[src/rtl/main_fsm_if.sv]
// Control bundle between the multi-cycle sequencer and the datapath/controller.
// The slave side is the sequencer; the master side drives the opcode and memory handshake.
interface main_fsm_if;
   logic [6:0] op;
   logic       mem_ready;
   logic [1:0] ALUOp;
   logic [1:0] ALUSrcA;
   logic [1:0] ALUSrcB;
   logic [1:0] ResultSrc;
   logic       AdrSrc;
   logic       IRWrite;
   logic       PCUpdate;
   logic       Branch;
   logic       RegWrite;
   logic       MemWrite;
   logic       illegal_instr;
   logic [3:0] state_o;

   modport master (
      output op, mem_ready,
      input  ALUOp, ALUSrcA, ALUSrcB, ResultSrc, AdrSrc, IRWrite, PCUpdate, Branch,
      input  RegWrite, MemWrite, illegal_instr, state_o
   );

   modport slave (
      input  op, mem_ready,
      output ALUOp, ALUSrcA, ALUSrcB, ResultSrc, AdrSrc, IRWrite, PCUpdate, Branch,
      output RegWrite, MemWrite, illegal_instr, state_o
   );
endinterface

[src/rtl/main_fsm.sv]
// Multi-cycle control sequencer for the RV32 subset core (Moore outputs).
// Define MAIN_FSM_MEM_STALL_EN to make FETCH/MEMREAD/MEMWRITE wait on mem_ready.
module main_fsm (
   input logic       clk,
   input logic       reset_n,
   main_fsm_if.slave bus
);
   typedef enum logic [3:0] {
      StFetch    = 4'd0,
      StDecode   = 4'd1,
      StMemAdr   = 4'd2,
      StMemRead  = 4'd3,
      StMemWb    = 4'd4,
      StMemWrite = 4'd5,
      StExecuteR = 4'd6,
      StExecuteI = 4'd7,
      StAluWb    = 4'd8,
      StBeq      = 4'd9,
      StJal      = 4'd10,
      StLui      = 4'd11,
      StIllegal  = 4'd15
   } state_e;

   localparam logic [6:0] OpLoad  = 7'b0000011;
   localparam logic [6:0] OpStore = 7'b0100011;
   localparam logic [6:0] OpRType = 7'b0110011;
   localparam logic [6:0] OpIType = 7'b0010011;
   localparam logic [6:0] OpBeq   = 7'b1100011;
   localparam logic [6:0] OpJal   = 7'b1101111;
   localparam logic [6:0] OpLui   = 7'b0110111;

   state_e state_q, state_d;
   logic   illegal_q, illegal_d;
   logic   mem_go;
   logic   ir_we, pc_we, br_en, rf_we, dm_we;

`ifdef MAIN_FSM_MEM_STALL_EN
   assign mem_go = bus.mem_ready;
`else
   logic unused_mem_ready;
   assign unused_mem_ready = bus.mem_ready;
   assign mem_go = 1'b1;
`endif

   always_ff @(posedge clk) begin
      if (!reset_n) begin
         state_q   <= StFetch;
         illegal_q <= 1'b0;
      end else begin
         state_q   <= state_d;
         illegal_q <= illegal_d;
      end
   end

   always_comb begin
      state_d = state_q;
      case (state_q)
         StFetch:    if (mem_go) state_d = StDecode;
         StDecode: begin
            case (bus.op)
               OpLoad, OpStore: state_d = StMemAdr;
               OpRType:         state_d = StExecuteR;
               OpIType:         state_d = StExecuteI;
               OpBeq:           state_d = StBeq;
               OpJal:           state_d = StJal;
               OpLui:           state_d = StLui;
               default:         state_d = StIllegal;
            endcase
         end
         StMemAdr:   state_d = (bus.op == OpLoad) ? StMemRead : StMemWrite;
         StMemRead:  if (mem_go) state_d = StMemWb;
         StMemWrite: if (mem_go) state_d = StFetch;
         StExecuteR, StExecuteI, StJal, StLui: state_d = StAluWb;
         StMemWb, StAluWb, StBeq:              state_d = StFetch;
         StIllegal:  state_d = StIllegal;
         default:    state_d = StFetch;
      endcase
      illegal_d = illegal_q | (state_d == StIllegal);
   end

   always_comb begin
      bus.ALUOp     = 2'b00;
      bus.ALUSrcA   = 2'b00;
      bus.ALUSrcB   = 2'b00;
      bus.ResultSrc = 2'b00;
      bus.AdrSrc    = 1'b0;
      ir_we         = 1'b0;
      pc_we         = 1'b0;
      br_en         = 1'b0;
      rf_we         = 1'b0;
      dm_we         = 1'b0;
      case (state_q)
         StFetch: begin
            // Gate with mem_ready so the PC advances once per fetch under stalls.
            ir_we         = mem_go;
            pc_we         = mem_go;
            bus.ALUSrcB   = 2'b10;
            bus.ResultSrc = 2'b10;
         end
         StDecode: begin
            bus.ALUSrcA = 2'b01;
            bus.ALUSrcB = 2'b01;
         end
         StMemAdr: begin
            bus.ALUSrcA = 2'b10;
            bus.ALUSrcB = 2'b01;
         end
         StMemRead:  bus.AdrSrc = 1'b1;
         StMemWb: begin
            bus.ResultSrc = 2'b01;
            rf_we         = 1'b1;
         end
         StMemWrite: begin
            bus.AdrSrc = 1'b1;
            dm_we      = 1'b1;
         end
         StExecuteR: begin
            bus.ALUSrcA = 2'b10;
            bus.ALUOp   = 2'b10;
         end
         StExecuteI: begin
            bus.ALUSrcA = 2'b10;
            bus.ALUSrcB = 2'b01;
            bus.ALUOp   = 2'b10;
         end
         StAluWb:    rf_we = 1'b1;
         StBeq: begin
            bus.ALUSrcA = 2'b10;
            bus.ALUOp   = 2'b01;
            br_en       = 1'b1;
         end
         StJal: begin
            bus.ALUSrcA = 2'b01;
            bus.ALUSrcB = 2'b10;
            pc_we       = 1'b1;
         end
         StLui: begin
            bus.ALUSrcA = 2'b11;
            bus.ALUSrcB = 2'b01;
            bus.ALUOp   = 2'b11;
         end
         default: ;
      endcase
      bus.IRWrite  = ir_we & reset_n;
      bus.PCUpdate = pc_we & reset_n;
      bus.Branch   = br_en & reset_n;
      bus.RegWrite = rf_we & reset_n;
      bus.MemWrite = dm_we & reset_n;
   end

   assign bus.illegal_instr = illegal_q;
   assign bus.state_o       = state_q;
endmodule
[src/flat_wrapper.sv]
// flat-port wrapper written by rule: the top's interface ports become plain ports
module main_fsm_flat 
  (clk, reset_n, bus_op, bus_mem_ready, bus_ALUOp, bus_ALUSrcA, bus_ALUSrcB, bus_ResultSrc, bus_AdrSrc, bus_IRWrite, bus_PCUpdate, bus_Branch, bus_RegWrite, bus_MemWrite, bus_illegal_instr, bus_state_o);
  main_fsm_if bus_i ();
  input logic clk;
  input logic reset_n;
  input wire logic [$bits(bus_i.op)-1:0] bus_op;
  input wire logic [$bits(bus_i.mem_ready)-1:0] bus_mem_ready;
  output wire logic [$bits(bus_i.ALUOp)-1:0] bus_ALUOp;
  output wire logic [$bits(bus_i.ALUSrcA)-1:0] bus_ALUSrcA;
  output wire logic [$bits(bus_i.ALUSrcB)-1:0] bus_ALUSrcB;
  output wire logic [$bits(bus_i.ResultSrc)-1:0] bus_ResultSrc;
  output wire logic [$bits(bus_i.AdrSrc)-1:0] bus_AdrSrc;
  output wire logic [$bits(bus_i.IRWrite)-1:0] bus_IRWrite;
  output wire logic [$bits(bus_i.PCUpdate)-1:0] bus_PCUpdate;
  output wire logic [$bits(bus_i.Branch)-1:0] bus_Branch;
  output wire logic [$bits(bus_i.RegWrite)-1:0] bus_RegWrite;
  output wire logic [$bits(bus_i.MemWrite)-1:0] bus_MemWrite;
  output wire logic [$bits(bus_i.illegal_instr)-1:0] bus_illegal_instr;
  output wire logic [$bits(bus_i.state_o)-1:0] bus_state_o;
  assign bus_i.op = bus_op;
  assign bus_i.mem_ready = bus_mem_ready;
  assign bus_ALUOp = bus_i.ALUOp;
  assign bus_ALUSrcA = bus_i.ALUSrcA;
  assign bus_ALUSrcB = bus_i.ALUSrcB;
  assign bus_ResultSrc = bus_i.ResultSrc;
  assign bus_AdrSrc = bus_i.AdrSrc;
  assign bus_IRWrite = bus_i.IRWrite;
  assign bus_PCUpdate = bus_i.PCUpdate;
  assign bus_Branch = bus_i.Branch;
  assign bus_RegWrite = bus_i.RegWrite;
  assign bus_MemWrite = bus_i.MemWrite;
  assign bus_illegal_instr = bus_i.illegal_instr;
  assign bus_state_o = bus_i.state_o;
  main_fsm u_core (.clk(clk), .reset_n(reset_n), .bus(bus_i));
endmodule
[config.mk]
export PLATFORM = sky130hd
export DESIGN_NAME = main_fsm_flat
export DESIGN_NICKNAME = d
export VERILOG_FILES = /design/src/rtl/main_fsm_if.sv /design/src/rtl/main_fsm.sv /design/src/flat_wrapper.sv
export SDC_FILE = /design/constraint.sdc
export NUM_CORES = 1
export LEC_CHECK = 0
export ABC_AREA = 1
export BUFFER_PORTS_ARGS = -buffer_cell sky130_fd_sc_hd__buf_2
export CAP_MARGIN = 20
export CORE_MARGIN = 4
export CORE_UTILIZATION = 38
export CTS_CLUSTER_SIZE = 12
export DETAILED_ROUTE_END_ITERATION = 10
export PLACE_DENSITY = 0.72
export SYNTH_ARGS = -nofsm -noshare
export SYNTH_HDL_FRONTEND = slang
export SYNTH_SLANG_ARGS = --single-unit
[constraint.sdc]
create_clock -name clk -period 1.12 [get_ports clk]
set_input_delay 0.112 -clock clk [delete_from_list [all_inputs] [get_ports clk]]
set_output_delay 0.112 -clock clk [all_outputs]
set_load 0.01 [all_outputs]
# Word-level counts from Yosys, hierarchy flattened
# Index checks and enable logic that the tools add are counted.
# Widths: inputs -> output; s select.
# classes
eq_ne	20
n_reduce_logical	10
n_mux	13
n_bitwise	6
# ops
operator	count
$pmux 4 s6	2
$eq 4x4->1 const B	6
$eq 7x6->1 const B	3
$eq 4x3->1 const B	4
$eq 7x7->1 const B	2
$pmux 2 s3	2
$reduce_or 2->1	6
$reduce_or 4->1	3
$eq 4x2->1 const B	2
$pmux 2 s2	2
$eq 7x2->1 const B	1
$eq 7x5->1 const B	1
$mux 1	6
$and 1x1->1	5
$eq 4x1->1 const B	1
$logic_not 4->1	1
$mux 3	1
$or 1x1->1	1
# totals
word_cells	51
in_bits	10
ff_bits	5

# Logic depth before layout (Yosys ltp)
# Gate-level depths: netlist of run 1.
# depth
word_depth	6
depth_mapped	12

# Least setup slack after synthesis of run 1
# No wires, ideal clock.
# synth_path
path_kind	reg-to-output
from	register u_core.state_q[3], in the netlist u_core.bus.state_o[3]
to	output bus_ALUSrcB[0]
required_ns	1.008
path_buffers	0
path_slack_ns	-0.133
path_stages_with_launch	7
arrival_ns	1.141
path_cell_list	dfxtp_1 inv_2 nor2_1 inv_2 nor2_1 a21oi_1 o211ai_1
# synth_via
elab_chain_cells	3
word_cells_on_any_way	9
cone_classes	eq/ne (5); mux (1); reduce/logical (3)
# synth_lines
item	line	rtl
start, declared	main_fsm.sv:32	state_e state_q, state_d;
start signal, assigned	main_fsm.sv:47	state_q <= StFetch;
start signal, assigned	main_fsm.sv:50	state_q <= state_d;
$eq 4x1->1 (tied with other cells)	main_fsm.sv:92	case (state_q)
$reduce_or 4->1 (no source line) or $reduce_or 2->1 (tied branches)	-	
$pmux 2 s2 *	main_fsm.sv:92	
end, declared	flat_wrapper.sv:11	output wire logic [$bits(bus_i.ALUSrcB)-1:0] bus_ALUSrcB;
# Mark *: on every way between the ends. The rest lies on a longest branch, timed or not.

# Final worst setup path of run 1
# layout_path
from	register u_core.state_q[2], in the netlist u_core.bus.state_o[2]
to	output bus_ALUOp[1]
# layout_via
elab_chain_cells	3
word_cells_on_any_way	6
cone_classes	eq/ne (4); mux (1); reduce/logical (1)
# layout_lines
item	line	rtl
$eq 4x3->1	main_fsm.sv:92	
$reduce_or 2->1 (no source line)	-	
$pmux 2 s3 *	main_fsm.sv:92	
end, declared	flat_wrapper.sv:9	output wire logic [$bits(bus_i.ALUOp)-1:0] bus_ALUOp;
# Marks and branches as above.

==> out/metrics.cfg, run 1 <==
[clock_network]
cts_buffers=3
ctsHoldBuffers=0
cts.path.max_buffers=2
root_buffer=clkbuf_4
clk_pin_slew_ns=0.05
cts.sinks=5
htree_num_levels=1
clock_latency_ns=0.24
cts_tree=done

[worst_setup_path]
cp_max_fo=4
r2r_start=u_core.bus.state_o[2]
path_buf_inv=4
criticalPathCategory=reg2out
worstPathArrival_ns=1.31
start_kind=flip-flop
crit_path_cell_trace=inv_2 > nor2_2 > inv_2 > buf_6 > o22ai_1 > buf_2
cpPeakStageDelay_ns=0.38
worstPathRequired_ns=1.01
r2r_slack_ns=-0.10
reg2regPathDepth=9
crit_path_end_kind=primary output
critPathSlowestCell=dfxtp_4
reg2reg_to=u_core.bus.illegal_instr
cp_common_cell=inv_2
crit_family=buffers and inverters

[die]
die_w_um=45.80
start_util=0.4122
die_y_um=45.80
io_pins=29
dieArea_mm2=0.002098
placementRows=13
core_area_mm2=0.001318

[place]
portBuffers=27
dpl.hpwl_mm=1.241
dpl.cell_count=145
finalWeightedCongestion=0.9190

[drt]
firstDrtPassIters=4
route.vias.total=798
wl_per_cell_um=12.09
drtIter0Drc=10
ant_nets=0
routed_via_density=5.182
drc=0
routed_wl_mm=1.862

[global_route]
grt_pass1_vias=652
grt_pass1_wl_mm=2.539
grt_max_degree=9
grt.total_usage=0.1597
overflow=0
antenna_found_initial=0

[logic_synthesis]
synth-simple-area-share=0.4747
ys_ff_latch=5
synth_xor_area_frac=0
synth.top_cell.area_share=0.1843
synth_cell_types=22
synthCells=93
yosysWarnings=0
synth_area_leaders=dfxtp_1 18%, nand2_1 11%, nor2_1 9.7%
synth_top_family_by_area=simple AND/OR/NAND/NOR gates
synth.mux.area_fraction=0
syn-num-nets=103
synth_area_um2=543.0
seq_area_frac_synth=0.1843
yosysTopAreaCell=dfxtp_1
synth.avg_cell_area_um2=5.839
synth-compound-area-share=0.2028
synthAdderAreaFrac=0

[sta]
skew_ns=0.006030
hold_slack_ns=0.1038
tightest_slew_ns=0.3417
fin_tns_setup_ns=-3.105
finalWorstSetupSlack_ns=-0.2989
period_needed_ns=1.419
rsz0062_at_grt=true
final-hold-violation-count=0
setup_violations=16
min_period_over_period=1.267
relSlewSlack=0.7719
max_freq_mhz=704.8
slew_viol_final=0

[cells_and_area]
layout_commonest_cell=buf_2
syn_to_final_growth_pct=80.65
layout_common_cells=25 x buf_2, 16 x nand2_1, 12 x buf_4
n_antenna_cell=0
layout.nets=150
post-route-util=0.7445
layout-drive-gt1-share=0.6691
stdcell_count=154

[power_and_ir_drop]
power.leakage_nw=0.5105
ir_worst_vdd_mv=1.403
p_per_area_mw_per_mm2=2894

[worst_hold_path]
worst_hold_path_type=in2reg
min_to=u_core.bus.state_o[1]
min_from=reset_n
min_path_cells=3

[status]
violations=negative setup slack
status=finished with violations

[run]
cap_violations=0

[power by group]
group,internal (mW),leakage (nW),switching (mW)
Combinational,1.01,0.452,1.17
Clock,0.135,0.0150,0.0741
Sequential,0.293,0.0438,0.154
Total,1.44,0.510,1.40
[final cells by class]
| class | count | area (um^2) |
|---|---|---|
| clock buffers | 4 | 26.28 |
| inverters | 20 | 82.58 |
| multi-input cells | 68 | 466.7 |
| fillers | 92 | 336.6 |
| repair buffers | 42 | 271.5 |
| flip-flops and latches | 5 | 115.1 |
| well taps | 15 | 18.77 |
[synthesized netlist by cell type]
cell,instances
inv_1,12
and3_1,1
a21oi_2,1
nor2_2,4
o21ai_1,1
nor2_4,1
nand3_1,6
a21oi_1,5
nand2_1,16
o221ai_1,1
nor3_2,2
o21ai_0,1
a31oi_1,1
o211ai_1,1
o221ai_2,1
dfxtp_1,5
nor3_1,3
nor2_1,14
a21oi_4,1
nand2_2,6
o22ai_1,2
inv_2,8
[cells by family after synthesis]
| group | after synthesis |
|---|---|
| compound gates | 15 |
| simple gates | 53 |
| flops | 5 |
| buf+inv | 20 |
[routing by layer]
| metal | wire [um] | vias up | GRT usage | share of wire |
|---|---|---|---|---|
| met5 | 0 | - | 0 | 0 |
| met4 | 22 | 0 | 0.03409 | 0.012 |
| met3 | 167 | 4 | 0.03557 | 0.090 |
| met2 | 971 | 39 | 0.3148 | 0.52 |
| met1 | 701 | 362 | 0.1678 | 0.38 |
| li1 | - | 393 | - | - |
[what timing repair did]
action | CTS | global route
resized for setup | 19 | 20
setup buffers | 3 | 2
pin swaps | 3 | 7
setup endpoints to repair | 17 | 19
[stage by stage]
stage                     setup WS [ns]  area [um^2]  total power, mW
after floorplan              -0.0001006        555.5            1.303
after global placement         -0.06203        784.5            1.982
after detailed placement       -0.06818        784.5            2.005
after CTS                       -0.2374        900.9            2.500
after global routing            -0.3590        980.9            3.045
final                           -0.2989        980.9            2.839
[sequential cells by signal, indices dropped and copies added (netlist names)]
register                  count
u_core.bus.illegal_instr      1
u_core.bus.state_o            4
[tightest hold or removal path, stage by stage]
cell,delay (ns)
buf_2,0.11
nand2_1,0.05
inv_1,0.04
[how the worst max path moves through the flow]
| stage | cells after the start | to | startpoint | slack (ns) |
|---|---|---|---|---|
| final | 6 | bus_ALUOp[1] | u_core.bus.state_o[2] | -0.30 |
| after global routing | 6 | bus_ALUSrcB[0] | u_core.bus.state_o[2] | -0.36 |
| after CTS | 6 | bus_PCUpdate | u_core.bus.state_o[3] | -0.24 |
| after detailed placement | 9 | u_core.bus.illegal_instr | u_core.bus.state_o[3] | -0.07 |
| after global placement | 6 | bus_ALUSrcB[0] | u_core.bus.state_o[1] | -0.06 |
| after floorplan | 6 | bus_ALUSrcB[0] | u_core.bus.state_o[3] | -0.0001 |
(Power assumes the default switching activity.)
==> run 2: changes to the inputs <==
--- a/config.mk
+++ b/config.mk
@@ -5,14 +5,14 @@
 export SDC_FILE = /design/constraint.sdc
 export NUM_CORES = 1
 export LEC_CHECK = 0
-export ABC_AREA = 1
+export ABC_CLOCK_PERIOD_IN_PS = 1120
 export BUFFER_PORTS_ARGS = -buffer_cell sky130_fd_sc_hd__buf_2
 export CAP_MARGIN = 20
 export CORE_MARGIN = 4
-export CORE_UTILIZATION = 38
+export CORE_UTILIZATION = 39
 export CTS_CLUSTER_SIZE = 12
 export DETAILED_ROUTE_END_ITERATION = 10
-export PLACE_DENSITY = 0.72
+export PLACE_DENSITY = 0.73
 export SYNTH_ARGS = -nofsm -noshare
 export SYNTH_HDL_FRONTEND = slang
 export SYNTH_SLANG_ARGS = --single-unit
==> out/metrics.cfg, run 2 <==
[status]
status=finished with violations
violations=negative setup slack

[sta]
relSlewSlack=0.7435  ; -0.02843
hold_slack_ns=0.1469  ; +0.04312 ns
slew_viol_final=0  ; unchanged
setup_violations=20  ; +4
final-hold-violation-count=0  ; unchanged
rsz0062_at_grt=true
min_period_over_period=1.383  ; +0.1165
skew_ns=0.004326  ; -0.001704 ns
period_needed_ns=1.549  ; +0.1304 ns
finalWorstSetupSlack_ns=-0.4294  ; -0.1304 ns
fin_tns_setup_ns=-5.686  ; -2.581 ns
max_freq_mhz=645.4  ; -8.4%
tightest_slew_ns=0.3787  ; +0.03703 ns

[place]
dpl_cell_area_um2=858.3  ; +9.4%
portBuffers=27  ; unchanged
finalWeightedCongestion=0.8312  ; -9.6%
dpl.hpwl_mm=1.412  ; +14%

[clock_network]
clk_pin_slew_ns=0.04  ; about the same
ctsHoldBuffers=0  ; unchanged
cts.sinks=5  ; unchanged
cts.path.max_buffers=2  ; unchanged
root_buffer=clkbuf_4
clock_latency_ns=0.24  ; about the same
cts_buffers=3  ; unchanged
htree_num_levels=1  ; unchanged
cts_tree=done

[logic_synthesis]
ys_ff_latch=5  ; unchanged
synthCells=77  ; -17%
synth_top_family_by_area=simple AND/OR/NAND/NOR gates
synth-compound-area-share=0.2260  ; +0.02319
synth.mux.area_fraction=0.01790  ; +0.01790
synth.top_cell.area_share=0.1790  ; -0.005361
ys.flop_type=dfxtp_1
syn-num-nets=87  ; -16%
seq_area_frac_synth=0.1790  ; -0.005361
synth_xor_area_frac=0.06264  ; +0.06264
synth_common_cells=8 x nand2_1, 6 x nor3_1, 5 x dfxtp_1, 5 x nor2_1, 4 x nor4_1
synth_area_um2=559.3  ; +3.0%
synth.avg_cell_area_um2=7.263  ; +24%
synth_area_leaders=dfxtp_1 18%, nor3_1 5.4%, nand2_1 5.4%
synth_cell_types=37  ; +68%
synthAdderAreaFrac=0  ; unchanged
async_flop_share=0  ; unchanged
yosysWarnings=0  ; unchanged
synth-simple-area-share=0.4340  ; -0.04065
yosysTopAreaCell=dfxtp_1
yosysMostFrequentCell=nand2_1
synth_edf_count=0  ; unchanged

[worst_setup_path]
crit_path_end_kind=primary output
cp.depth=5  ; -1
crit_path_cell_trace=buf_12 > xor2_4 > a21oi_2 > o21bai_1 > buf_2
r2r_slack_ns=-0.36  ; -0.26 ns
r2r_start=u_core.bus.state_o[3]
crit_family=flip-flops
reg2regPathDepth=5  ; -4
path_buf_inv=2  ; -2
critPathSlowestCell=dfxtp_4
cp_max_fo=6  ; +2
criticalPathCategory=reg2out
cpPeakStageDelay_ns=0.38  ; about the same
worstPathRequired_ns=1.01  ; about the same
worstPathArrival_ns=1.44  ; +0.13 ns
reg2reg_to=u_core.bus.state_o[3]
start_kind=flip-flop

[global_route]
grt_pass1_vias=772  ; +18%
overflow=0  ; unchanged
grt_pass1_wl_mm=3.374  ; +33%
antenna_found_initial=0  ; unchanged
grt_max_degree=11  ; +2
grt.total_usage=0.2199  ; +0.06018

[power_and_ir_drop]
clkPwrFrac=0.060  ; -0.014
p_per_area_mw_per_mm2=2925  ; +1.1%
swShare=0.4725  ; -0.02005
p_switching_mw=1.626  ; +16%
internal_power_mw=1.815  ; +26%
power.leakage_nw=0.5497  ; +7.7%
power_frac_seq=0.125  ; -0.032
combPwrFrac=0.815  ; +0.046
ir_worst_vdd_mv=1.785  ; +27%

[drt]
firstDrtPassIters=4  ; unchanged
ant_nets=0  ; unchanged
wl_per_cell_um=20.01  ; +66%
drtIter0Drc=32  ; +22
routed_wl_mm=2.942  ; +58%
drc=0  ; unchanged
route.vias.total=921  ; +15%
routed_via_density=6.265  ; +21%

[cells_and_area]
layout_common_cells=24 x buf_2, 17 x buf_4, 12 x buf_6
syn_to_final_growth_pct=110.3
layout.nets=143  ; -4.7%
n_antenna_cell=0  ; unchanged
final_cell_area_mm2=0.001176  ; +20%
largest_reg_flops=4  ; unchanged
layout_commonest_cell=buf_2
layout-drive-gt1-share=0.6818  ; +0.01275

[run]
cap_violations=0  ; unchanged

[worst_hold_path]
min_from=reset_n
worst_hold_path_type=in2reg
min_path_cells=3  ; unchanged
min_to=u_core.bus.illegal_instr

[die]
die_w_um=45.87  ; +0.15%
core_area_mm2=0.001334  ; +1.2%
start_util=0.4193  ; +0.007169
dieArea_mm2=0.002104  ; +0.31%
die_y_um=45.87  ; +0.15%
placementRows=13  ; unchanged
io_pins=29  ; unchanged

run 2: cell types whose count changed after synthesis, moves of 4 or more:
cell     previous run  this run
nand2_1            16         8
inv_1              12         3
inv_2               8         0
nor2_1             14         5
nor2_2              4         0
nor4_1              0         4
nand2_2             6         0
run 2: area by class of cell:
class,count,area [um^2]
Inverter,3,13.76
Timing Repair Buffer,56,432.9
Multi-Input combinational cell,64,569.3
Fill cell,64,157.7
Sequential cell,5,115.1
Clock buffer,4,26.28
Tap cell,15,18.77
run 2: worst max-delay path by stage:
stage,startpoint,slack (ns),end
2_1_floorplan,u_core.bus.state_o[1],-0.20,u_core.bus.illegal_instr
3_3_place_gp,u_core.bus.state_o[3],-0.30,u_core.bus.illegal_instr
3_5_place_dp,u_core.bus.state_o[3],-0.33,u_core.bus.illegal_instr
4_1_cts,u_core.bus.state_o[3],-0.29,bus_MemWrite
5_1_grt,u_core.bus.state_o[3],-0.47,bus_ALUSrcB[0]
6_report,u_core.bus.state_o[2],-0.43,bus_ALUSrcB[0]
run 2: power by group through the flow:
stage	Clock (mW)	Combinational (mW)	Sequential [mW]
after floorplan	0	1.03	0.366
after global placement	0	1.69	0.352
after detailed placement	0	1.72	0.355
after CTS	0.210	2.18	0.400
after global routing	0.230	2.92	0.445
final	0.207	2.80	0.431
run 2: logic make-up (layout without fill, tap and decap cells):
group	count (synthesis)	count (layout)
buffers and inverters	8	63
multiplexers	1	1
XOR/XNOR	4	4
flip-flops	5	5
AND/OR/NAND/NOR	41	41
AO/OA/AOI/OAI	18	18
run 2: tightest hold or removal path, cell delays in order:
cell	delay, ns
buf_2	0.12
nand2_1	0.06
o21ai_1	0.06
run 2: metrics by stage:
step | cells | setup WS (ns) | power [mW] | util
final | 147 | -0.4294 | 3.440 | 0.8818
after global routing | 147 | -0.4722 | 3.595 | 0.8818
after CTS | 143 | -0.2945 | 2.786 | 0.7777
after detailed placement | 133 | -0.3265 | 2.074 | 0.6435
after global placement | 133 | -0.2994 | 2.038 | 0.6435
after floorplan | 77 | -0.2015 | 1.395 | -
run 2: metal layers:
metal | vias up | global-route usage | share of wire
met5 | - | 0 | 0
met4 | 0 | 0.1364 | 0.064
met3 | 24 | 0.02767 | 0.076
met2 | 71 | 0.3929 | 0.50
met1 | 431 | 0.2389 | 0.36
li1 | 395 | - | -
run 2: timing repair:
item                                    4_1_cts  5_1_grt
pin swaps                                     7        8
endpoints found under the setup margin       20       21
buffers inserted                              6        5
gates resized for setup                      24       24
